File: config.mk
export PLATFORM = sky130hd
export DESIGN_NAME = tile_query_arbiter
export DESIGN_NICKNAME = d
export VERILOG_FILES = /design/src/rtl/tile_query_arbiter.sv
export SDC_FILE = /design/constraint.sdc
export NUM_CORES = 1
export LEC_CHECK = 0
export BUFFER_PORTS_ARGS = -buffer_cell sky130_fd_sc_hd__buf_4
export CAP_MARGIN = 10
export CORE_MARGIN = 5
export CORE_UTILIZATION = 44
export CTS_CLUSTER_SIZE = 10
export DETAILED_ROUTE_END_ITERATION = 7
export PLACE_DENSITY = 0.85
export SLEW_MARGIN = 40
export SYNTH_ARGS = -nofsm -noshare
export SYNTH_HDL_FRONTEND = slang
export SYNTH_SLANG_ARGS = --single-unit
File: constraint.sdc
create_clock -name clk -period 2.8 [get_ports clk]
set_input_delay 0.42 -clock clk [delete_from_list [all_inputs] [get_ports clk]]
set_output_delay 0.42 -clock clk [all_outputs]
set_load 0.01 [all_outputs]
File: src/rtl/tile_query_arbiter.sv
// rtl/tile_query_arbiter.sv - round-robin arbiter sharing one tile-map lookup port
// Grants one corner probe per cycle, tracks it through the map latency and returns the result.
module tile_query_arbiter #(
  parameter int N_REQ    = 4,
  parameter int MAP_LAT  = 1,
  parameter int MAX_LOCK = 8,
  parameter int X_LIM    = 640,
  parameter int Y_LIM    = 480
) (
  input  logic                 clk,
  input  logic                 rst,
  input  logic [N_REQ-1:0]     req,
  input  logic [N_REQ-1:0]     lock,
  input  logic [10*N_REQ-1:0]  req_x,
  input  logic [10*N_REQ-1:0]  req_y,
  output logic [N_REQ-1:0]     gnt,
  output logic [9:0]           map_x,
  output logic [9:0]           map_y,
  input  logic                 map_blockType,
  output logic [N_REQ-1:0]     rsp_valid,
  output logic                 rsp_blockType
);

  localparam int IDX_W = (N_REQ > 1) ? $clog2(N_REQ) : 1;
  localparam int CNT_W = (MAX_LOCK > 2) ? $clog2(MAX_LOCK) : 1;

  logic [IDX_W-1:0] ptr_q, ptr_d;
  logic [IDX_W-1:0] owner_q;
  logic             owner_vld_q;
  logic [CNT_W-1:0] lock_cnt_q;
  logic [9:0]       map_x_q, map_y_q;
  logic [N_REQ-1:0] rsp_valid_q;
  logic             rsp_bt_q;

  logic [MAP_LAT:0] tag_vld_q;
  logic [MAP_LAT:0] tag_oob_q;
  logic [IDX_W-1:0] tag_idx_q [MAP_LAT+1];

  logic [IDX_W-1:0] rr_idx, cand, gnt_idx;
  logic             rr_found, lock_hold, gnt_any, gnt_oob;
  logic [9:0]       gnt_x, gnt_y;

  // Round-robin scan starting just after the last granted requester.
  always_comb begin
    rr_found = 1'b0;
    rr_idx   = '0;
    cand     = '0;
    for (int k = 1; k <= N_REQ; k++) begin
      cand = IDX_W'((int'(ptr_q) + k) % N_REQ);
      if (!rr_found && req[cand]) begin
        rr_found = 1'b1;
        rr_idx   = cand;
      end
    end
  end

  // A lock is honoured only until the counter reaches MAX_LOCK-1, then the scan decides once.
  always_comb begin
    lock_hold = owner_vld_q && req[owner_q] && lock[owner_q] &&
                (int'(lock_cnt_q) < MAX_LOCK - 1);
    gnt_idx   = lock_hold ? owner_q : rr_idx;
    gnt_any   = !rst && (lock_hold || rr_found);
    gnt       = gnt_any ? (N_REQ'(1) << gnt_idx) : '0;
    gnt_x     = req_x[10*int'(gnt_idx) +: 10];
    gnt_y     = req_y[10*int'(gnt_idx) +: 10];
    gnt_oob   = (int'(gnt_x) >= X_LIM) || (int'(gnt_y) >= Y_LIM);
    ptr_d     = gnt_any ? gnt_idx : ptr_q;
  end

  always_ff @(posedge clk) begin
    if (rst) begin
      ptr_q       <= IDX_W'(N_REQ - 1);
      owner_q     <= '0;
      owner_vld_q <= 1'b0;
      lock_cnt_q  <= '0;
      map_x_q     <= '0;
      map_y_q     <= '0;
      rsp_valid_q <= '0;
      rsp_bt_q    <= 1'b0;
      tag_vld_q   <= '0;
      tag_oob_q   <= '0;
      for (int i = 0; i <= MAP_LAT; i++) tag_idx_q[i] <= '0;
    end else begin
      ptr_q <= ptr_d;
      if (gnt_any) begin
        map_x_q     <= gnt_x;
        map_y_q     <= gnt_y;
        lock_cnt_q  <= lock_hold ? lock_cnt_q + CNT_W'(1) : '0;
        owner_vld_q <= lock[gnt_idx];
        owner_q     <= gnt_idx;
      end
      tag_vld_q    <= {tag_vld_q[MAP_LAT-1:0], gnt_any};
      tag_oob_q    <= {tag_oob_q[MAP_LAT-1:0], gnt_oob};
      tag_idx_q[0] <= gnt_idx;
      for (int i = 1; i <= MAP_LAT; i++) tag_idx_q[i] <= tag_idx_q[i-1];
      // The tag at the last stage lines up with the map data for its coordinates.
      if (tag_vld_q[MAP_LAT]) begin
        rsp_valid_q <= N_REQ'(1) << tag_idx_q[MAP_LAT];
        rsp_bt_q    <= tag_oob_q[MAP_LAT] | map_blockType;
      end else begin
        rsp_valid_q <= '0;
      end
    end
  end

  assign map_x         = map_x_q;
  assign map_y         = map_y_q;
  assign rsp_valid     = rsp_valid_q;
  assign rsp_blockType = rsp_bt_q;

endmodule

==> out/qor.csv <==
metric,value,unit
synth_area,0.002148,mm²
antenna_cells,0,
ant_nets,0,
synth.largest_area_cell,dfxtp_1,
synth_commonest_cells,"nand2_1 (78), dfxtp_1 (41), a21oi_1 (27)",
ctsHoldBuffers,0,
placed_cell_area,0.003093,mm²
chipHeight,79.88,µm
ir_worst_vdd,0.3080,mV
clock.fmax,378.6,MHz
finalHoldViolations,0,
detail_route.vias_per_cell,5.160,
cts_sinks,41,
power.internal,0.001545,W
cts_buffers,5,
cp.arrival,2.22,ns
portBuffers,119,
crit_slowest_cell,dfxtp_1,
dieArea,0.006380,mm²
p_leak,1.494,nW
reg2reg_from,owner_q[1],
endpoint_kind,output port,
synth.top_cell.area_share,38.21,%
setup-violations-final,0,
pwr-share-seq,33.4,%
required,2.38,ns
cts_tree,built,
p_total,0.002390,W
netSwitchingFraction,35.37,%
max_cap_viol_count,0,
syn_nets,377,
yosys_most_used_dff,dfxtp_1,
overflow,0,
final_cell_area,0.003211,mm²
synth_top_family_by_area,simple AND/OR/NAND/NOR gates,
cts_max_level,2,
p_switching,0.0008454,W
path_cells,"a211oi_1, a31o_1, nor3b_2, o32a_1, buf_4, and3_1, buf_4",
num-fill-cells,414,
synth-edff-count,0,
fin_crit_sh,94.34,%
root_buffer,clkbuf_8,
worstMarginPinSlew,0.6315,ns
syn_to_final_growth,49.45,%
p_clk_share,20.6,%
p_per_area,744.5,mW/mm²
hp-class,primary input to flop,
clk_pin_slew,0.08,ns
grtUsageTotal,20.50,%
multiInputGateArea,0.001232,mm²
wl_per_cell,14.18,µm
path_delay_family,compound AO/OA/AOI/OAI gates,
postLayoutSetupSlackWorst,0.1584,ns
dr.first_iter.drc_count,178,
start_kind,flop,
gp_congestion,0.8760,
maxSlewHeadroom,57.36,%
worstSkewPairLatency,0.29,ns
muxShareOfSynthArea,5.358,%
comb_power_share,46.0,%
yosysWarnings,0,
critPathMaxStageDelay,0.43,ns
io_pins,120,
avgSynthCellArea,7.538,µm²
clock_path_buffers,2,
synth.most_common_cell,nand2_1,
vias,2415,
post_synth_num_cell_types,40,
place_ws,0.2593,ns
core_area,0.004723,mm²
drc,0,
criticalPathCategory,flop to output port,
row_count,25,
totalWireLength,6.634,mm
min-delay-start,req_y[32],
synth_xor_area_share,0,%
regArea,820.8,µm²
path_buf_inv,2,
synth_seq_cells,41,
grt_pass1_vias,2341,
synthAdderAreaFrac,0.5824,%
synthArstFlopShare,0,%
fin_worst_skew,0.004113,ns
first_pass_iters,4,
outcome,finished clean,
final_util,67.97,%
ys_seq_area_share,38.21,%
yosys.area_share.simple,26.38,%
rsz0062_at_grt,no,
fin_crit,2.642,ns
worst-path-max-fanout,23,
synthCells,285,
grt_start_max_net_pins,36,
die_x,79.88,µm
fin_nets,492,
drv_slew,0,
hpwl,5.196,mm
synth-compound-area-share,24.69,%
cp_common_cell,buf_4,
grt_antenna_before_repair,0,
initial_core_util,45.48,%
layout-drive-gt1-share,35.16,%
grt_pass1_wl,10.41,mm
tns,0,ns
synthTopCellsByArea,"dfxtp_1 (38%), nand2_1 (14%), a21oi_1 (6.3%), nor2_1 (4.4%), o21ai_0 (4.0%)",
crit_start,owner_q[1],
[cell type report]
| cell class | count | area share [%] |
|---|---|---|
| Multi-Input combinational cell | 224 | 38.39 |
| Sequential cell | 41 | 25.57 |
| Inverter | 1 | 0.1169 |
| Timing Repair Buffer | 127 | 29.70 |
| Clock inverter | 1 | 0.9353 |
| Clock buffer | 7 | 2.689 |
| Tap cell | 67 | 2.611 |
[layer usage]
metal	vias up	part of all wire, %	track usage, %
li1	1232	-	-
met1	1091	40	24.04
met2	81	51	35.89
met3	11	6.9	4.063
met4	0	2.1	9.122
met5	-	0	0
[repair_timing]
action / in CTS / in global routing
resized for setup: 0 / 1
setup buffers: 0 / 0
endpoints found under the setup margin: 0 / 1
[worst min-delay path: stages]
cell and delay (ns):
buf_4 0.11, nand2_1 0.05, a31oi_1 0.07
[state kept, by name (all words and copies together), names as in the netlist]
signal,cells
tag_vld_q,2
map_y,10
tag_idx_q,4
map_x,10
tag_oob_q,2
lock_cnt_q,3
rsp_blockType,1
owner_q,2
ptr_q,2
owner_vld_q,1
rsp_valid,4
[cells by family after synthesis]
| logic type | after synthesis |
|---|---|
| AOI/OAI and AO/OA | 83 |
| adders and majority gates | 1 |
| buffers and inverters | 20 |
| DFF | 41 |
| muxes | 9 |
| and+or+nand+nor | 131 |
[cell usage in the layout, fill, tap and decap left out, types with 2 or more instances in the layout]
| cell type | count |
|---|---|
| dfxtp_1 | 41 |
| a221oi_1 | 4 |
| a211oi_1 | 4 |
| a21o_1 | 2 |
| nor2_1 | 25 |
| buf_4 | 127 |
| nand3_1 | 4 |
| and2_1 | 3 |
| o21ai_0 | 17 |
| a32oi_1 | 4 |
| o211ai_1 | 5 |
| nor2b_1 | 6 |
| a311o_1 | 5 |
| nor3_1 | 3 |
| and3_1 | 2 |
| a31oi_1 | 5 |
| mux2i_1 | 7 |
| clkbuf_8 | 6 |
| o21ai_1 | 2 |
| nand2_1 | 78 |
| a21oi_1 | 27 |
| nand2b_1 | 5 |
| mux4_2 | 2 |
[power by group through the flow]
stage	logic (W)	registers (W)	clock network, W
floorplan	0.000656	0.000846	0
global placement	0.00108	0.000810	0
detailed placement	0.00110	0.000812	0
CTS	0.00110	0.000799	0.000501
global route	0.00122	0.000819	0.000523
finish	0.00110	0.000799	0.000492
[final timing paths]
check | endpoint | slack, ns | depth (start not counted)
worst max register to register | map_y[0] | 0.44 | 8
worst min-delay path | map_y[2] | 0.39 | 3
worst max-delay path | gnt[2] | 0.16 | 7
worst min register to register | tag_oob_q[1] | 0.44 | 1
[through the flow]
| step | instances | hold slack [ns] |
|---|---|---|
| final | 468 | 0.3895 |
| after global routing | 468 | 0.3908 |
| after CTS | 468 | 0.3846 |
| after detailed placement | 460 | 0.4269 |
| after global placement | 460 | 0.4161 |
| after floorplan | 285 | 0.4138 |
Note: power is estimated with default switching activity, not from simulation.
